`src/rtl/midi_rx_parser.sv`:
```
// MIDI input front end: oversampled UART receiver feeding a channel-voice message
// parser with running status, real-time pass-through, channel filter and vel-0 handling.
module midi_rx_parser #(
    parameter int CLKS_PER_BIT = 1600,
    parameter int SYNC_STAGES  = 2,
    parameter bit VEL0_AS_OFF  = 1'b1
) (
    input  logic        clck,
    input  logic        rst_n,
    input  logic        midi_data,
    input  logic [15:0] chan_mask,
    output logic        byte_valid,
    output logic [7:0]  byte_out,
    output logic        frame_err,
    output logic        msg_valid,
    output logic [2:0]  msg_type,
    output logic [3:0]  msg_chan,
    output logic [6:0]  msg_d1,
    output logic [6:0]  msg_d2
);

    localparam int CW = $clog2(CLKS_PER_BIT + 1);
    localparam logic [CW-1:0] CNT_ONE  = CW'(1);
    localparam logic [CW-1:0] CNT_HALF = CW'(CLKS_PER_BIT / 2);
    localparam logic [CW-1:0] CNT_FULL = CW'(CLKS_PER_BIT);
    localparam logic [CW-1:0] CNT_HUNT = CW'(CLKS_PER_BIT - 1);

    localparam logic [2:0] ST_IDLE  = 3'd0;
    localparam logic [2:0] ST_START = 3'd1;
    localparam logic [2:0] ST_DATA  = 3'd2;
    localparam logic [2:0] ST_STOP  = 3'd3;
    localparam logic [2:0] ST_HUNT  = 3'd4;

    logic [SYNC_STAGES-1:0] sync_q;
    logic                   rxs;
    logic [2:0]             state;
    logic [CW-1:0]          cnt;
    logic [2:0]             bit_idx;
    logic [7:0]             shreg;

    // Flops preset to 1 so reset looks like an idle line
    always_ff @(posedge clck or negedge rst_n) begin
        if (!rst_n) sync_q <= '1;
        else        sync_q <= {sync_q[SYNC_STAGES-2:0], midi_data};
    end
    assign rxs = sync_q[SYNC_STAGES-1];

    // cnt counts cycles since the last sample point (or consecutive highs in HUNT)
    always_ff @(posedge clck or negedge rst_n) begin
        if (!rst_n) begin
            state      <= ST_HUNT;
            cnt        <= '0;
            bit_idx    <= '0;
            shreg      <= '0;
            byte_valid <= 1'b0;
            byte_out   <= '0;
            frame_err  <= 1'b0;
        end else begin
            byte_valid <= 1'b0;
            frame_err  <= 1'b0;
            case (state)
                ST_HUNT: begin
                    if (!rxs) cnt <= '0;
                    else if (cnt == CNT_HUNT) begin
                        state <= ST_IDLE;
                        cnt   <= '0;
                    end else cnt <= cnt + CNT_ONE;
                end
                ST_IDLE: begin
                    if (!rxs) begin
                        state <= ST_START;
                        cnt   <= CNT_ONE;
                    end
                end
                ST_START: begin
                    if (cnt == CNT_HALF) begin
                        cnt     <= CNT_ONE;
                        bit_idx <= '0;
                        state   <= rxs ? ST_IDLE : ST_DATA;
                    end else cnt <= cnt + CNT_ONE;
                end
                ST_DATA: begin
                    if (cnt == CNT_FULL) begin
                        cnt   <= CNT_ONE;
                        shreg <= {rxs, shreg[7:1]};
                        if (bit_idx == 3'd7) state <= ST_STOP;
                        else                 bit_idx <= bit_idx + 3'd1;
                    end else cnt <= cnt + CNT_ONE;
                end
                ST_STOP: begin
                    if (cnt == CNT_FULL) begin
                        cnt <= '0;
                        if (rxs) begin
                            byte_valid <= 1'b1;
                            byte_out   <= shreg;
                            state      <= ST_IDLE;
                        end else begin
                            frame_err <= 1'b1;
                            state     <= ST_HUNT;
                        end
                    end else cnt <= cnt + CNT_ONE;
                end
                default: begin
                    state <= ST_HUNT;
                    cnt   <= '0;
                end
            endcase
        end
    end

    logic       run_valid;
    logic [6:0] run_status;
    logic       have_d1;
    logic [6:0] d1_q;
    logic [2:0] cur_type;
    logic       short_msg;
    logic       complete;
    logic [6:0] c_d1;
    logic [6:0] c_d2;

    assign cur_type  = run_status[6:4];
    assign short_msg = (cur_type == 3'd4) || (cur_type == 3'd5);
    assign complete  = byte_valid && !byte_out[7] && run_valid && (have_d1 || short_msg);
    assign c_d1      = have_d1 ? d1_q : byte_out[6:0];
    assign c_d2      = have_d1 ? byte_out[6:0] : 7'd0;

    // Real-time bytes (F8-FF) fall through every branch and leave parser state alone
    always_ff @(posedge clck or negedge rst_n) begin
        if (!rst_n) begin
            run_valid  <= 1'b0;
            run_status <= '0;
            have_d1    <= 1'b0;
            d1_q       <= '0;
            msg_valid  <= 1'b0;
            msg_type   <= '0;
            msg_chan   <= '0;
            msg_d1     <= '0;
            msg_d2     <= '0;
        end else begin
            msg_valid <= 1'b0;
            if (byte_valid) begin
                if (byte_out[7]) begin
                    if (byte_out[7:4] != 4'hF) begin
                        run_valid  <= 1'b1;
                        run_status <= byte_out[6:0];
                        have_d1    <= 1'b0;
                    end else if (!byte_out[3]) begin
                        run_valid <= 1'b0;
                        have_d1   <= 1'b0;
                    end
                end else if (complete) begin
                    have_d1 <= 1'b0;
                    if (chan_mask[run_status[3:0]]) begin
                        msg_valid <= 1'b1;
                        msg_type  <= (VEL0_AS_OFF && cur_type == 3'd1 && c_d2 == 7'd0) ? 3'd0 : cur_type;
                        msg_chan  <= run_status[3:0];
                        msg_d1    <= c_d1;
                        msg_d2    <= c_d2;
                    end
                end else if (run_valid) begin
                    d1_q    <= byte_out[6:0];
                    have_d1 <= 1'b1;
                end
            end
        end
    end

endmodule

```
`config.mk`:
```
export PLATFORM = sky130hd
export DESIGN_NAME = midi_rx_parser
export DESIGN_NICKNAME = d
export VERILOG_FILES = /design/src/rtl/midi_rx_parser.sv
export SDC_FILE = /design/constraint.sdc
export NUM_CORES = 1
export LEC_CHECK = 0
export ABC_AREA = 1
export CAP_MARGIN = 0
export CORE_MARGIN = 2
export CORE_UTILIZATION = 32
export DETAILED_ROUTE_END_ITERATION = 6
export DONT_BUFFER_PORTS = 1
export GPL_TIMING_DRIVEN = 0
export PLACE_DENSITY = 0.55
export SLEW_MARGIN = 20
export SYNTH_ARGS = -nofsm -noshare
export SYNTH_HDL_FRONTEND = slang
export SYNTH_SLANG_ARGS = --single-unit
```
`constraint.sdc`:
```
create_clock -name clck -period 3.6 [get_ports clck]
set_input_delay 0.54 -clock clck [delete_from_list [all_inputs] [get_ports clck]]
set_output_delay 0.54 -clock clck [all_outputs]
set_load 0.01 [all_outputs]
```
# Yosys cells after proc, flatten, opt, wreduce, memory -nomap -nowiden
# Index checks and enable logic that the tools add are counted.
# W data, S select, Z words.
[classes] bitwise_logic=2 n_reduce_logical=20 n_addsub=2 n_mux=42 magnitude_cmp=1 n_eq_ne=22
[ops] op="$mux W11" n=6
[ops] op="$pmux W11 S5" n=1
[ops] op="$mux W3" n=12
[ops] op="$eq A11 B11 Y1 const B" n=2
[ops] op="$mux W1" n=17
[ops] op="$ne A2 B2 Y1 const B" n=8
[ops] op="$pmux W3 S5" n=1
[ops] op="$mux W7" n=2
[ops] op="$eq A3 B3 Y1 const B" n=4
[ops] op="$reduce_and A3 Y1" n=4
[ops] op="$reduce_and A4 Y1" n=3
[ops] op="$add A11 B1 Y11 const B" n=1
[ops] op="$eq A11 B10 Y1 const B" n=1
[ops] op="$logic_not A7 Y1" n=1
[ops] op="$reduce_and A7 Y1" n=1
[ops] op="$eq A3 B1 Y1 const B" n=2
[ops] op="$eq A3 B2 Y1 const B" n=2
[ops] op="$pmux W3 S2" n=1
[ops] op="$lt A4 B5 Y1 const B" n=1
[ops] op="$bmux W1 S4" n=1
[ops] op="$logic_and A1 B1 Y1" n=4
[ops] op="$ne A4 B4 Y1 const B" n=1
[ops] op="$add A3 B1 Y3 const B" n=1
[ops] op="$logic_not A3 Y1" n=1
[ops] op="other kinds (9)" n=11
[word_totals] in_bits=19 output_inout_bits=32 regBits=75

# Longest topological paths before layout
[logic_depth] word_depth=7 ltp_mapped=11 mapped_depth_nobuf=11

# Worst setup path after synthesis
# No wires, ideal clock.
[synth_timing] path_type="register -> register" startpoint="reg cnt[0]" endpoint="reg cnt[10]" synth_period_minus_slack_ns=1.517 path_slack_ns=2.083 t_arrival_ns=1.396 stages_incl_launch_ff=12 cell_sequence="dfrtp_1 > inv_1 > ha_1 > nand2_1 > nor2_2 > nand3_1 > nand2_2 > nand2_2 > inv_2 > o21ai_4 > nor2_4 > nor2_1"
[synth_via] elab_chain_len=4 elab_cells_between_ends=10 cone_classes="add/sub: 1; eq/ne: 3; mux: 6"
[synth_rtl] item="start, declared" line="37" text="logic [CW-1:0] cnt;"
[synth_rtl] item="start signal, assigned" line="67" text="end else cnt <= cnt + CNT_ONE;"
[synth_rtl] item="start signal, assigned" line="80" text="end else cnt <= cnt + CNT_ONE;"
[synth_rtl] item="start signal, assigned" line="88" text="end else cnt <= cnt + CNT_ONE;"
[synth_rtl] item="$add A11 B1 Y11 or $eq A11 B11 Y1 (tied branches)"
[synth_rtl] item="$mux W11" line="64" text="else if (cnt == CNT_HUNT) begin"
[synth_rtl] item="$mux W11" line="63" text="if (!rxs) cnt <= '0;"
[synth_rtl] item="$pmux W11 S5 (*)" line="61" text="case (state)"
# Every way passes the cells marked *; elsewhere a longest branch is shown, timed or not.
# A chain may end at the register's enable or synchronous reset.

# Final worst setup path
[layout_timing] startpoint="reg cnt[0]" endpoint="reg cnt[2]"
# The elaborated chain is that of the path after synthesis.

==> impl_metrics.toml <==
[route]
route.detailed.drc = 0
topRoutingLayerUsed = "met4"
met2_length_um = 3750
via_count = 2857
wl_um = 7880
met3_length_um = 574
drt_first_iter_violations = 155
dr.pass1.iters = 5
wl_met1_um = 3440
antenna_left = 0
routedWlPerCell_um = 13.2
post_drt_via_cell_ratio = 4.78

[global_routing]
grt_max_degree = 73
grt_pass1_wl_um = 13800
grt.overflow.total = 0
grt.total_usage_pct = 13.8
antenna_found_initial = 0
grt_pass1_vias = 2849

[placed_design]
dp_hpwl_um = 5590
dp.cells = 581
port_buffers = 0
place.gp.congestion = 0.831

[sta]
setup_viol = 0
final.setup_skew_ns = 0.00560
slew_headroom_pct = 68.1
timing.fmax_mhz = 565
setup_tns_ns = 0
post-route-period-util_pct = 49.2
rsz0062_at_grt = "no"
timing_max_transition_violations_final = 0
finalHoldViolCount = 0
fin_crit_ns = 1.77
worst_pin_slew_ns = 0.478
hold_slack_ns = 0.0529

[pwr]
p_per_area_nw_per_um2 = 427
p_leak_nw = 1.95
finalPower_w = 0.00179
ir_drop_v = 0.000277

[synth]
yosysTopAreaCell = "dfrtp_1"
avgSynthCellArea_um2 = 8.40
synth_fp_nets = 461
synthDistinctLibCells = 31
yosys-top-cells-area = "dfrtp_1, nand2_1, o21ai_0"
seq_area_frac_synth_pct = 51.1
ys_warn_count = 0
yosysTopAreaCellShare_pct = 48.9
ys_ff_latch = 75
syn_inst = 438
syn_area_um2 = 3680

[cts]
cts_buffers = 9
clk_pin_slew_ns = 0.06
cts-root-buf = "clkbuf_16"
cts_setup_buffers = 0
clkSinkCount = 75
cts_tree = "built"
htreeDepth = 3
cts.path.max_buffers = 2
clock_latency_ns = 0.33

[floorplanning]
ios = 51
die_y_um = 111
fp-row-count = 39
start_util_pct = 32.5
core-area_um2 = 11300
die-area_um2 = 12400
die_w_um = 111

[critical_path]
crit_fanout = 7
path_class = "reg -> reg"
arrival_ns = 1.99
rrSetupSlack_ns = 1.83
critPathCaptureType = "register"
start_kind = "register"
cp_data_required_time_ns = 3.82

[min_path]
holdCritPathClass = "in -> async"

[status]
outcome = "completed"

[cells_and_area]
drive_gt1_share_pct = 15.6
n_antenna_cell = 0
final_nets = 473
layout.cells.non_filler = 598
area_growth_pct = 14.1
n_fill_cell = 1192

[run]
maxCapViolations = 0
[worst max-delay path: stages (launching register included)]
cell	delay, ns
dfrtp_1	0.44
inv_1	0.10
ha_1	0.15
nand2_1	0.06
nor2_2	0.14
nand3_1	0.14
nand2_2	0.13
nand2_2	0.10
inv_2	0.07
o21ai_4	0.08
nor2_4	0.18
nor2_1	0.06
[Yosys cell counts]
cell,n
nand2_1,150
dfrtp_1,72
inv_1,41
o21ai_0,33
nand3_1,26
nor2_1,24
o21ai_2,18
o21ai_1,11
buf_6,7
a21oi_1,6
inv_2,6
nand4_1,6
nand2_2,5
ha_1,4
clkbuf_1,3
dfstp_2,3
xor2_1,3
nand3_2,2
nand3_4,2
nor2_2,2
nor3_1,2
nor3_2,2
nor3_4,2
a31o_2,1
buf_2,1
inv_4,1
nor2_4,1
o21ai_4,1
o22ai_1,1
o31ai_1,1
or2_1,1
[placed cells by master (no fill, tap or decap), types with 3 or more instances in the layout]
cell / instances
o21ai_1: 11
inv_1: 41
clkbuf_1: 3
inv_2: 6
dfrtp_1: 72
a21oi_1: 6
clkbuf_16: 9
nand2_1: 150
o21ai_0: 33
nand2_2: 5
buf_6: 7
o21ai_2: 18
nand4_1: 6
dfstp_2: 3
nor2_1: 24
xor2_1: 3
ha_1: 4
nand3_1: 26
[through the flow]
stage | area (um^2) | setup WS [ns] | util [%]
after detailed placement | 3860 | 1.83 | 34.1
after global placement | 3860 | 1.84 | 34.1
after global routing | 4200 | 1.67 | 37.1
final | 4200 | 1.83 | 37.1
after floorplan | 3680 | 2.08 | -
after CTS | 4200 | 1.81 | 37.1
[metal layers]
metal / vias to the layer above / track usage (%)
li1: 1430 / -
met1: 1335 / 16.6
met2: 81 / 22.8
met3: 11 / 5.19
met4: 0 / 4.77
met5: - / 0
[cells by family after synthesis]
kind of cell / count (synthesis) / synth area share (%)
AOI/OAI and AO/OA: 72 / 12.1
xor gates and xnor gates: 3 / 0.714
adders and majority gates: 4 / 1.36
buffers and inverters: 59 / 7.55
DFF: 75 / 51.1
and+or+nand+nor: 225 / 27.2
[final cells by class]
class	instances	area, um^2	share of cell area [%]
plain buffers	11	95.1	2.26
clock buffers	11	253	6.02
clock inverters	5	60.1	1.43
inverters	48	183	4.35
multi-input cells	304	1520	36.3
flip-flops and latches	75	1880	44.8
well taps	143	179	4.26
repair buffers	1	27.5	0.655
[registers in the layout, indices dropped and copies added, names as in the netlist, 2 cells and up]
register and flops:
run_status 7, msg_type 3, sync_q 2, state 3, cnt 11, bit_idx 3, msg_chan 4, d1_q 7
msg_d1 7, msg_d2 7, shreg 8, byte_out 8
[timing repair]
action	CTS	global route
endpoints found under the hold margin	72	0
hold buffers	1	0
gates resized for setup	0	0
[report_power, final]
| group | leakage, nW | internal, W | switching, W |
|---|---|---|---|
| clock network | 0.152 | 0.000576 | 0.000346 |
| logic | 0.782 | 0.00000561 | 0.0000184 |
| registers | 1.02 | 0.000845 | 0.00000166 |
| total | 1.95 | 0.00143 | 0.000366 |
[path summary, 6_finish.rpt]
check	start	to	cells after the start
min	rst_n	sync_q[0]$_DFF_PN1_	0
min reg2reg	sync_q[0]$_DFF_PN1_	sync_q[1]$_DFF_PN1_	0
max in group asynchronous	rst_n	cnt[1]$_DFFE_PN0N_	1
max reg2reg	cnt[0]$_DFFE_PN0N_	cnt[2]$_DFFE_PN0N_	11
max	cnt[0]$_DFFE_PN0N_	cnt[2]$_DFFE_PN0N_	11
min in group clck	midi_data	sync_q[0]$_DFF_PN1_	0
Note: power is estimated with default switching activity, not from simulation.
